## config.mk

```make
export PLATFORM = sky130hd
export DESIGN_NAME = shift_sequencer_flat
export DESIGN_NICKNAME = d
export VERILOG_FILES = /design/src/rtl/alu_shift_pkg.sv /design/src/rtl/shift_sequencer_if.sv /design/src/rtl/shift_unit.sv /design/src/rtl/shift_sequencer.sv /design/src/flat_wrapper.sv
export SDC_FILE = /design/constraint.sdc
export NUM_CORES = 1
export LEC_CHECK = 0
export ABC_AREA = 1
export BUFFER_PORTS_ARGS = -buffer_cell sky130_fd_sc_hd__buf_2
export CORE_MARGIN = 10
export CORE_UTILIZATION = 50
export CTS_CLUSTER_SIZE = 12
export DETAILED_ROUTE_END_ITERATION = 10
export GPL_TIMING_DRIVEN = 0
export PLACE_DENSITY = 0.78
export SLEW_MARGIN = 20
export SYNTH_ARGS = -nofsm -noshare
export SYNTH_HDL_FRONTEND = slang
export SYNTH_SLANG_ARGS = --single-unit
```

## constraint.sdc

```tcl
create_clock -name clk -period 1.7 [get_ports clk]
set_clock_uncertainty 0.05 [all_clocks]
set_input_delay 0.255 -clock clk [delete_from_list [all_inputs] [get_ports clk]]
set_output_delay 0.255 -clock clk [all_outputs]
set_load 0.01 [all_outputs]
```

## src/rtl/alu_shift_pkg.sv

```systemverilog
// alu_shift_pkg: op, direction and FSM state encodings shared by the shift datapath
package alu_shift_pkg;
    localparam logic [1:0] OP_LOG = 2'b00;
    localparam logic [1:0] OP_ARI = 2'b01;
    localparam logic [1:0] OP_ROT = 2'b10;
    localparam logic DIR_L = 1'b0;
    localparam logic DIR_R = 1'b1;
    typedef enum logic [1:0] {S_IDLE, S_SHIFT, S_DONE} state_t;
endpackage

```

## src/rtl/shift_sequencer_if.sv

```systemverilog
// shift_sequencer_if: request/result handshakes of the multi-position shifter
interface shift_sequencer_if #(parameter int WIDTH = 32, parameter int AMT_W = 5);
    logic             in_valid;
    logic             in_ready;
    logic [WIDTH-1:0] din;
    logic [AMT_W-1:0] amt;
    logic [1:0]       op;
    logic             drxn;
    logic             out_valid;
    logic             out_ready;
    logic [WIDTH-1:0] dout;
    logic             busy;
    modport master (output in_valid, din, amt, op, drxn, out_ready,
                    input in_ready, out_valid, dout, busy);
    modport slave  (input in_valid, din, amt, op, drxn, out_ready,
                    output in_ready, out_valid, dout, busy);
endinterface

```

## src/rtl/shift_unit.sv

```systemverilog
// shift_unit: single-position logical/arithmetic/rotate shift, one mux level
module shift_unit #(parameter int WIDTH = 32) (
    input  logic [WIDTH-1:0] b,
    input  logic             L,
    input  logic             A,
    input  logic             R,
    input  logic             drxn,
    output logic [WIDTH-1:0] B
);
    logic fill_r, fill_l;
    // Only the incoming bit differs between the three modes; arithmetic left fills 0.
    always_comb begin
        fill_r = R ? b[0] : (A ? b[WIDTH-1] : 1'b0);
        fill_l = R ? b[WIDTH-1] : 1'b0;
        B = !(L | A | R) ? b : drxn ? {fill_r, b[WIDTH-1:1]} : {b[WIDTH-2:0], fill_l};
    end
endmodule

```

## src/rtl/shift_sequencer.sv

```systemverilog
// shift_sequencer: iterates shift_unit once per clock for up to 31 positions,
// with valid/ready on both the request and the result side
module shift_sequencer
    import alu_shift_pkg::*;
#(parameter int WIDTH = 32, parameter int AMT_W = 5) (
    input logic              clk,
    input logic              rst_n,
    shift_sequencer_if.slave bus
);
    state_t           state;
    logic [WIDTH-1:0] acc, acc_nxt;
    logic [AMT_W-1:0] cnt;
    logic [1:0]       op_r;
    logic             drxn_r;
    logic             sel_l, sel_a, sel_r;
    // Reserved op 11 falls through to logical.
    always_comb begin
        sel_a = op_r == OP_ARI;
        sel_r = op_r == OP_ROT;
        sel_l = !(sel_a | sel_r);
    end
    shift_unit #(.WIDTH(WIDTH)) u_shift (
        .b(acc), .L(sel_l), .A(sel_a), .R(sel_r), .drxn(drxn_r), .B(acc_nxt)
    );
    always_ff @(posedge clk or negedge rst_n) begin
        if (!rst_n) begin
            state  <= S_IDLE;
            acc    <= '0;
            cnt    <= '0;
            op_r   <= OP_LOG;
            drxn_r <= DIR_L;
        end else begin
            case (state)
                S_IDLE: if (bus.in_valid) begin
                    acc    <= bus.din;
                    cnt    <= bus.amt;
                    op_r   <= bus.op;
                    drxn_r <= bus.drxn;
                    state  <= bus.amt == '0 ? S_DONE : S_SHIFT;
                end
                S_SHIFT: begin
                    acc <= acc_nxt;
                    cnt <= cnt - 1'b1;
                    if (cnt == AMT_W'(1)) state <= S_DONE;
                end
                S_DONE: if (bus.out_ready) state <= S_IDLE;
                default: state <= S_IDLE;
            endcase
        end
    end
    assign bus.in_ready  = state == S_IDLE;
    assign bus.out_valid = state == S_DONE;
    assign bus.busy      = state != S_IDLE;
    assign bus.dout      = acc;
endmodule

```

## src/flat_wrapper.sv

```systemverilog
// flat-port wrapper written by rule: the top's interface ports become plain ports
module shift_sequencer_flat import alu_shift_pkg::*;
#(parameter int WIDTH = 32, parameter int AMT_W = 5)
  (clk, rst_n, bus_in_valid, bus_din, bus_amt, bus_op, bus_drxn, bus_out_ready, bus_in_ready, bus_out_valid, bus_dout, bus_busy);
  shift_sequencer_if #(.WIDTH(WIDTH), .AMT_W(AMT_W)) bus_i ();
  input logic clk;
  input logic rst_n;
  input wire logic [$bits(bus_i.in_valid)-1:0] bus_in_valid;
  input wire logic [$bits(bus_i.din)-1:0] bus_din;
  input wire logic [$bits(bus_i.amt)-1:0] bus_amt;
  input wire logic [$bits(bus_i.op)-1:0] bus_op;
  input wire logic [$bits(bus_i.drxn)-1:0] bus_drxn;
  input wire logic [$bits(bus_i.out_ready)-1:0] bus_out_ready;
  output wire logic [$bits(bus_i.in_ready)-1:0] bus_in_ready;
  output wire logic [$bits(bus_i.out_valid)-1:0] bus_out_valid;
  output wire logic [$bits(bus_i.dout)-1:0] bus_dout;
  output wire logic [$bits(bus_i.busy)-1:0] bus_busy;
  assign bus_i.in_valid = bus_in_valid;
  assign bus_i.din = bus_din;
  assign bus_i.amt = bus_amt;
  assign bus_i.op = bus_op;
  assign bus_i.drxn = bus_drxn;
  assign bus_i.out_ready = bus_out_ready;
  assign bus_in_ready = bus_i.in_ready;
  assign bus_out_valid = bus_i.out_valid;
  assign bus_dout = bus_i.dout;
  assign bus_busy = bus_i.busy;
  shift_sequencer #(.WIDTH(WIDTH), .AMT_W(AMT_W)) u_core (.clk(clk), .rst_n(rst_n), .bus(bus_i));
endmodule
```

# Word level (Yosys, flattened, before mapping)
# Cells that the tools add are included.
dict set report totals {
  latchBits 0
  output_inout_bits 35
  rom_bits 0
  memories 0
  ramBits 0
  input_bits 44
  elab_cells 44
  ff_bits 42
}
dict set report classes {
  order_cmp 0
  addsub 1
  eq_ne 10
  reduce_logical 10
  n_div 0
  n_bitwise 3
  shift 0
  n_mux 14
  multipliers 0
}
# op count
set op_table {}
lappend op_table {{two-way mux 32 bit} 3}
lappend op_table {{case mux 32 bit (2 select lines)} 1}
lappend op_table {{case mux 5 bit (2 select lines)} 1}
lappend op_table {{two-way mux 2 bit} 4}
lappend op_table {{!= test 2 bit, second input constant} 3}
lappend op_table {{case mux 2 bit (3 select lines)} 1}
lappend op_table {{AND reduction 3 bit} 2}
lappend op_table {{== test 5 x 1 -> 1 bit, second input constant} 1}
lappend op_table {{logical NOT 5 bit} 1}
lappend op_table {{two-way mux 5 bit} 1}
lappend op_table {{subtractor 5 x 1 -> 5 bit, second input constant} 1}
lappend op_table {{== test 2 x 1 -> 1 bit, second input constant} 2}
lappend op_table {{== test 2 bit, second input constant} 2}
lappend op_table {{!= test 4 bit, second input constant} 1}
lappend op_table {{AND reduction 2 bit} 2}
lappend op_table {{AND reduction 4 bit} 1}
lappend op_table {{nonzero test 2 bit} 2}
lappend op_table {{two-way mux 1 bit} 3}
lappend op_table {{OR 1 bit} 3}
lappend op_table {{logical NOT 2 bit} 1}
lappend op_table {{!= test 2 x 1 -> 1 bit, second input constant} 1}
lappend op_table {{logical NOT 1 bit} 1}

# Logic depth before layout (Yosys ltp)
# Gate-level depths: netlist of the first run.
dict set report logic_depth {
  depth_word 7
  ltp_mapped 8
}

# By module
# Synthesis of the first run repeated with hierarchy kept, for this count alone.
dict set report hier_totals {
  cells_unflattened 473
  area_unflattened_um2 3049.2
}
# mod area_each_um2 seq_area_each_um2 instances cells_each
set by_module_without_submodules {}
lappend by_module_without_submodules {shift_sequencer 2205.9 1051.0 1 263}
lappend by_module_without_submodules {shift_unit 843.3 0.0 1 210}

# Least setup slack after synthesis of the first run
# Ideal clock, no wire load.
dict set report synth_path {
  path_type {reg2reg}
  startpoint {register u_core.state[1]}
  endpoint {register u_core.cnt[3]}
  arrival_time_ns 1.126
  setup_slack_ns 0.459
  synth_period_minus_slack_ns 1.241
  stages_incl_launch_ff 8
  path_buffers 0
  setup_time_ns 0.065
  path_cell_list {dfrtp_1 > nor2_2 > nand2_1 > inv_2 > nand2_1 > nand2_1 > nand2_1 > nand2_1}
}
dict set report synth_via {
  elab_chain_len 3
}
# item line_no
set synth_lines {}
lappend synth_lines {{start: declaration} shift_sequencer.sv:10} ;# state_t state;
lappend synth_lines {{start signal: assignment} shift_sequencer.sv:39} ;# state <= bus.amt == '0 ? S_DONE : S_SHIFT;
lappend synth_lines {{logical NOT 2 bit (*)} -}
lappend synth_lines {{net bus_in_ready} flat_wrapper.sv:14} ;# output wire logic [$bits(bus_i.in_ready)-1:0] bus_in_ready;
lappend synth_lines {{!= test 2 bit (no line) or nonzero test 2 bit (tied branches)} -}
lappend synth_lines {{AND reduction 2 bit (no line)} -}
lappend synth_lines {{end signal: assignment} shift_sequencer.sv:36} ;# cnt <= bus.amt;
lappend synth_lines {{end signal: assignment} shift_sequencer.sv:43} ;# cnt <= cnt - 1'b1;
lappend synth_lines {{end: declaration} shift_sequencer.sv:12} ;# logic [AMT_W-1:0] cnt;
# The timed path passes the listed nets; every way through them passes the cells marked *.
# A chain may end at the register's enable or synchronous reset.

# Worst setup path in the final report of the first run
dict set report layout_path {
  startpoint {register u_core.state[0]}
  endpoint {output port bus_busy}
}
dict set report layout_via {
  elab_chain_len 1
}
# item line_no
set layout_lines {}
lappend layout_lines {{nonzero test 2 bit} shift_sequencer.sv:53} ;# assign bus.busy = state != S_IDLE;
lappend layout_lines {{end: declaration} flat_wrapper.sv:17} ;# output wire logic [$bits(bus_i.busy)-1:0] bus_busy;
# No other way between the ends.

==> results of run 1 <==
[layer usage]
metal / track usage (%) / part of all wire, %
met1: 19.7 / 45
met2: 28.5 / 46
met3: 4.73 / 7.5
met4: 6.94 / 1.8
met5: 0 / 0
[cells by family (layout without fill, tap and decap cells)]
| logic type | Yosys count | count (layout) | share of synthesized area, % |
|---|---|---|---|
| adders and majority gates | 2 | 2 | 0.965 |
| DFF | 42 | 42 | 40.5 |
| and+or+nand+nor | 129 | 129 | 20.0 |
| AOI/OAI and AO/OA | 100 | 100 | 27.0 |
| buffers and inverters | 63 | 148 | 11.5 |
[through the flow]
| stage | worst slack [ns] | instances |
|---|---|---|
| after floorplan | 0.459 | 336 |
| after global placement | 0.304 | 484 |
| after detailed placement | 0.295 | 484 |
| after CTS | 0.212 | 491 |
| after global routing | 0.162 | 491 |
| final | 0.224 | 491 |
[registers in the layout (all words and copies together), names as in the netlist]
register         flops
u_core.cnt           5
u_core.op_r          2
u_core.drxn_r        1
u_core.bus.dout     32
u_core.state         2
[cells in the final DEF, fill, tap and decap left out, drive strengths merged]
master	n
a21oi	32
nand2	101
dfrtp	42
ha	2
nand4	1
nor2	15
or2	1
nand3b	2
o21ai	5
o21bai	1
buf	93
a21boi	29
clkbuf	13
o211ai	33
inv	42
nand3	9
[power by group through the flow]
stage / sequential, mW / combinational, mW / clock, mW
after global placement: 1.99 / 3.90 / 0
after floorplan: 2.11 / 2.65 / 0
after CTS: 1.99 / 3.99 / 0.631
after detailed placement: 2.00 / 3.97 / 0
after global routing: 2.08 / 4.50 / 0.668
final: 2.00 / 3.95 / 0.618
[path summary, 6_finish.rpt]
path,from,endpoint,slack [ns],cells after the start
max,u_core.state[0],bus_busy,0.22,3
min,rst_n,u_core.bus.dout[25],0.06,1
max reg2reg,u_core.state[0],u_core.bus.dout[10],0.26,5
min reg2reg,u_core.op_r[0],u_core.op_r[0],0.47,2
max in group asynchronous,rst_n,u_core.bus.dout[10],0.94,1
min in group clk,bus_op[0],u_core.op_r[0],0.11,3
[cells in the mapped netlist (all sizes together)]
master / n
a21boi: 29
nand4: 1
ha: 2
nand2: 101
inv: 42
dfrtp: 42
o21ai: 5
nand3: 9
o211ai: 33
nand3b: 2
clkbuf: 6
buf: 15
nor2: 15
a21oi: 32
or2: 1
o21bai: 1
[cell type report]
class | instances | area (µm²)
Sequential cell | 42 | 1050
Fill cell | 493 | 1930
Timing Repair Buffer | 78 | 390
Clock buffer | 7 | 76.3
Multi-Input combinational cell | 231 | 1240
Buffer | 21 | 141
Inverter | 42 | 158
Tap cell | 70 | 87.6
[worst max-delay path, cell delays in order, from the launching register on]
cell	delay, ns
dfrtp_1	0.46
nor2_2	0.23
inv_1	0.06
buf_2	0.14
==> key figures, run 1 <==
Timing
  • Final Setup Violations: 0
  • Pins over their slew limit: 0
  • Max Fclk: between 0.6 and 0.7 GHz
  • Tcrit/Tclk final: between 80% and 90%
  • Final Hold Fails: 0
  • Final Critical Period: approximately 1.5 ns
  • WHS: 0.0633 ns
  • Setup TNS: 0 ns
  • Slew @ Worst Pin: 0.960 ns
  • RSZ-0062 raised after global routing: no
  • Worst slew margin: a little over a third

Synth
  • Warnings from Yosys: 0
  • Mean post-synth cell area: a little under 8 µm²
  • Post-synth top area share: between 40% and 50%
  • Cell taking the most area after synthesis: dfrtp_1
  • Unique masters post-synth: 26
  • Synth Instances: between 300 and 400
  • Synth Register Bits: between 40 and 50
  • Sequential share of the synthesized area: approximately two fifths
  • Synthesized Nets: approximately 380
  • Mapped Area: approximately 0.0026 mm²
  • Top cells by area, synth: dfrtp_1 41%, nand2_1 15%, o211ai_1 9.6%

Min path
  • Worst hold path class: primary input to asynchronous set/reset pin

Status
  • Status: complete, no violations

Power and ir drop
  • P_sw: between 3 and 4 mW
  • Switching part of the total power: between 40% and 50%
  • PwrDens: 2090 mW/mm²
  • Clock power share: roughly a tenth
  • Worst VDD drop: 1040 µV
  • Gate power share: 60.1%
  • Leakage: ~1.6 nW
  • Overall Power: between 6 and 7 mW
  • Internal: roughly 3.4 mW
  • Reg power frac: between 30 and 40%

Detailed routing
  • Total wire length: about 7000 µm
  • Vias per cell: 5.17
  • Via count: around 2.5k
  • DRT Pass-1 Iters: 4
  • Antenna Violating Nets Remaining: 0
  • 1st-iter DRT viols: approximately 120
  • Drc violations: 0
  • WL/cell: 14.3 µm

Finish
  • Synthesis-to-layout area growth: 21.4%
  • Final core utilization: 62.0%
  • Final antenna diode count: 0
  • Share of layout cells above drive strength 1: between 20% and 30%
  • Nets@finish: approximately 470
  • Fin area: roughly 0.0031 mm²

Clock network
  • Clock Pin Slew Worst Setup and Hold Paths: ~0.08 ns
  • Total CTS buffers: 5
  • CTS tree: yes
  • H-tree depth: 2
  • CTS sink cnt: 42
  • Post-CTS setup buffer count: 0
  • PostCTS Resize Cnt: 0
  • Hold_buf cts: 0
  • CTS Root Cell: clkbuf_8
  • Clock Path Buffers: 2
  • Clock Latency Late Sink: 0.29 ns

Worst setup path
  • Critical Path Start Type: register
  • Worst Path Arrival: between 1 and 1.5 ns
  • CP required: between 1 and 1.5 ns
  • CP endpoint kind: primary output
  • CP Class: register to primary output
  • Crit Path Max Fanout: 6

Global route
  • Vias in the first global route: 2702
  • Aggregate global-route resource usage: roughly 17%
  • Initial antenna violation count: 0
  • Largest net degree at the start of global routing: 43
  • First-pass GRT wire length: about 12000 µm
  • Total gr overflow: 0

Die
  • Full die area: 0.00846 mm²
  • Ports: 79
  • Rows: 26
  • Initial core utilization: between 50% and 60%
  • Area of the core: approximately 0.005 mm²
  • Die H: between 90 and 100 µm
  • Die Wd: 92.0 µm

Placed design
  • Final HPWL DP: around 5300 µm
  • Gpl congestion: between 0.8 and 0.9
  • Port Buffers: ~80
  • Area after DPL: 0.00307 mm²

Run
  • Max-cap viol count: 0
No activity file was read; power rests on OpenSTA's default activity.
==> run 2, diff against run 1 <==
--- a/config.mk
+++ b/config.mk
@@ -5,14 +5,15 @@
 export SDC_FILE = /design/constraint.sdc
 export NUM_CORES = 1
 export LEC_CHECK = 0
-export ABC_AREA = 1
+export ABC_AREA = 0
 export BUFFER_PORTS_ARGS = -buffer_cell sky130_fd_sc_hd__buf_2
 export CORE_MARGIN = 10
 export CORE_UTILIZATION = 50
 export CTS_CLUSTER_SIZE = 12
 export DETAILED_ROUTE_END_ITERATION = 10
 export GPL_TIMING_DRIVEN = 0
-export PLACE_DENSITY = 0.78
+export PLACE_DENSITY = 0.79
+export SKIP_CTS_REPAIR_TIMING = 1
 export SLEW_MARGIN = 20
 export SYNTH_ARGS = -nofsm -noshare
 export SYNTH_HDL_FRONTEND = slang
==> run 2 against run 1 <==
Effect of this change: clock-buffer cell count decreased by 1; utilization increased by 4.3 points; combinational power decreased by 27%; sequential share of layout area grew 2.0 points; critical path type unchanged; flip-flop and latch count is the same; sequential power is 5% lower; highest routed layer unchanged; synthesized cell count is 28% lower.
==> key figures, run 2 <==
Worst setup path
  • Critical-path cell list: buf_6, or2_2, inv_2, buf_6
  • R2R setup slack: 0.13 ns (-0.13 ns)
  • CP max-delay cell: dfrtp_1
  • Cell family with most CP delay: flip-flops
  • CP required: 1.39 ns (about the same)
  • CP endpoint kind: primary output
  • Critical Path Start Type: register
  • Worst Path Arrival: 1.34 ns (+0.17 ns)
  • Worst path most repeated cell: buf_6
  • Buf+Inv Stages, Crit Path: 3 (+1)
  • Crit Path Max Fanout: 9 (+3)
  • Largest stage delay, worst path: 0.42 ns (-0.04 ns)
  • CP Class: register to primary output

Min path
  • Worst hold path class: primary input to asynchronous set/reset pin

Timing
  • Final Critical Period: 1.64 ns (+0.168 ns)
  • Pins over their slew limit: 0 (unchanged)
  • Worst slew margin: 38.1% (+2.1 points)
  • Final Hold Fails: 0 (unchanged)
  • Max Fclk: 0.608 GHz (-10%)
  • WHS: 0.0466 ns (-0.0167 ns)
  • Final Setup Violations: 0 (unchanged)
  • Tcrit/Tclk final: 96.7% (+9.9 points)
  • Slew @ Worst Pin: 0.928 ns (-0.0322 ns)

Detailed routing
  • Via count: 2183 (-14%)
  • DRT Pass-1 Iters: 4 (unchanged)
  • WL/cell: 17.2 µm (+21%)
  • 1st-iter DRT viols: 96 (-23%)
  • Total wire length: 6590 µm (-6.0%)
  • Vias per cell: 5.71 (+10%)
  • Drc violations: 0 (unchanged)
  • Antenna Violating Nets Remaining: 0 (unchanged)

Global route
  • Largest net degree at the start of global routing: 43 (unchanged)
  • First-pass GRT wire length: 10700 µm (-12%)
  • Aggregate global-route resource usage: 17.1% (+0.18 points)
  • Total gr overflow: 0 (unchanged)
  • Vias in the first global route: 2213 (-18%)
  • Initial antenna violation count: 0 (unchanged)

Clock network
  • CTS Root Cell: clkbuf_8
  • CTS sink cnt: 42 (unchanged)
  • Clock Pin Slew Worst Setup and Hold Paths: 0.08 ns (about the same)
  • CTS tree: yes
  • Clock Latency Late Sink: 0.30 ns (about the same)
  • Total CTS buffers: 5 (unchanged)
  • Clock Path Buffers: 2 (unchanged)
  • H-tree depth: 2 (unchanged)

Die
  • Initial core utilization: 52.7% (+1.7 points)
  • Area of the core: 0.00447 mm² (-12%)
  • Die Wd: 88.7 µm (-3.6%)
  • Full die area: 0.00787 mm² (-7.1%)
  • Rows: 24 (-7.7%)
  • Die H: 88.7 µm (-3.6%)
  • Ports: 79 (unchanged)

Finish
  • Share of layout cells above drive strength 1: 43.3% (+16 points)
  • Max FFs per register: 32 (unchanged)
  • Most frequent cells in the layout: 80 x buf_2, 42 x dfrtp_1, 33 x mux2_2, 33 x nand2_1, 30 x a22oi_1
  • Synthesis-to-layout area growth: 25.8%
  • Nets@finish: 375 (-20%)
  • Post-Layout Cell Count: 382 (-22%)
  • Fillers: 374 (-24%)
  • Commonest non-fill, non-tap cell in the layout: buf_2
  • Fin area: 0.00297 mm² (-5.7%)
  • Final antenna diode count: 0 (unchanged)

Synth
  • Post-synth EDFFs: 0 (unchanged)
  • Predominant post-synthesis flop cell: dfrtp_1
  • Synthesized Nets: 287 (-25%)
  • Most common library cells after synthesis: 42 x dfrtp_1, 33 x mux2_2, 33 x nand2_1
  • Top cells by area, synth: dfrtp_1 45%, mux2_2 16%, a22oi_1 9.5%
  • Synth Register Bits: 42 (unchanged)
  • Post-synth top area share: 44.5% (+4.0 points)
  • Count leader, synth: dfrtp_1
  • Sequential share of the synthesized area: 44.5% (+4.0 points)
  • Mean post-synth cell area: 9.79 µm² (+27%)
  • Synth Instances: 241 (-28%)
  • Warnings from Yosys: 0 (unchanged)
  • Cell taking the most area after synthesis: dfrtp_1
  • Post-synth ARST share: 100% (unchanged)
  • Unique masters post-synth: 36 (+38%)
  • Mapped Area: 0.00236 mm² (-9.0%)

Power and ir drop
  • Gate power share: 52.8% (-7.3 points)
  • Overall Power: 5.45 mW (-17%)
  • PwrDens: 1840 mW/mm² (-12%)
  • Reg power frac: 34.9% (+4.5 points)
  • Internal: 3.24 mW (-5.7%)
  • Worst VDD drop: 1090 µV (+4.5%)
  • Switching part of the total power: 40.6% (-7.1 points)
  • Clock power share: 12.3% (+2.9 points)
  • Leakage: 1.43 nW (-11%)
  • P_sw: 2.21 mW (-29%)

Placed design
  • Dpl cells: 370 (-24%)
  • Port Buffers: 77 (-1.3%)
  • Area after DPL: 0.00281 mm² (-8.5%)
  • Gpl congestion: 0.848 (+0.45%)
  • Final HPWL DP: 4860 µm (-9.2%)

Run
  • Max-cap viol count: 0 (unchanged)

Status
  • Status: complete, no violations
[run 2: metal layers]
metal  track usage, %  routed length (µm)
met1             23.4                3090
met2             25.7                2970
met3             4.87                 510
met4             4.41                  20
met5                0                   0
[run 2: worst reg2reg max path, stage by stage (launching register included)]
cell and delay [ns]:
dfrtp_1 0.33, buf_2 0.19, buf_2 0.28, mux2_2 0.37, a22oi_1 0.14, o21ai_0 0.09
[run 2: logic make-up after synthesis]
logic type	after synthesis	synth area share, %
AO/OA/AOI/OAI	81	21.9
AND/OR/NAND/NOR	57	12.0
flip-flops	42	44.5
multiplexers	33	15.7
buffers and inverters	26	4.77
adder cells (fa/ha/maj)	2	1.06
[run 2: worst paths after layout]
check,depth (start not counted),from,to
hold / removal,1,rst_n,u_core.cnt[3]
hold reg to reg,2,u_core.bus.dout[23],u_core.bus.dout[23]
setup / recovery,4,u_core.state[1],bus_in_ready
min in group clk,2,bus_drxn,u_core.drxn_r
max in group asynchronous,1,rst_n,u_core.cnt[4]
setup reg to reg,5,u_core.drxn_r,u_core.bus.dout[27]
[run 2: power groups by stage]
stage	Combinational (mW)	Clock, mW	Sequential [mW]
finish	2.87	0.670	1.90
global route	3.21	0.743	1.98
CTS	2.82	0.685	1.90
detailed placement	2.82	0	1.91
global placement	2.74	0	1.90
floorplan	1.83	0	1.97
[run 2: final cells by class]
cell class | instances | area [µm²] | area share (%)
clock buffers | 6 | 82.6 | 2.78
clock inverters | 2 | 12.5 | 0.422
repair buffers | 81 | 422 | 14.2
inverters | 5 | 18.8 | 0.632
well taps | 52 | 65.1 | 2.19
plain buffers | 21 | 120 | 4.05
multi-input cells | 173 | 1200 | 40.3
flip-flops and latches | 42 | 1050 | 35.4
[run 2: per-stage QoR]
stage	TNS [ns]	utilization, %	setup WS (ns)
finish	0	66.3	0.0555
global placement	0	62.8	0.0324
CTS	-0.0994	64.9	-0.0312
floorplan	0	-	0.290
detailed placement	-0.00579	62.8	-0.00579
global route	-0.00503	66.3	-0.00503
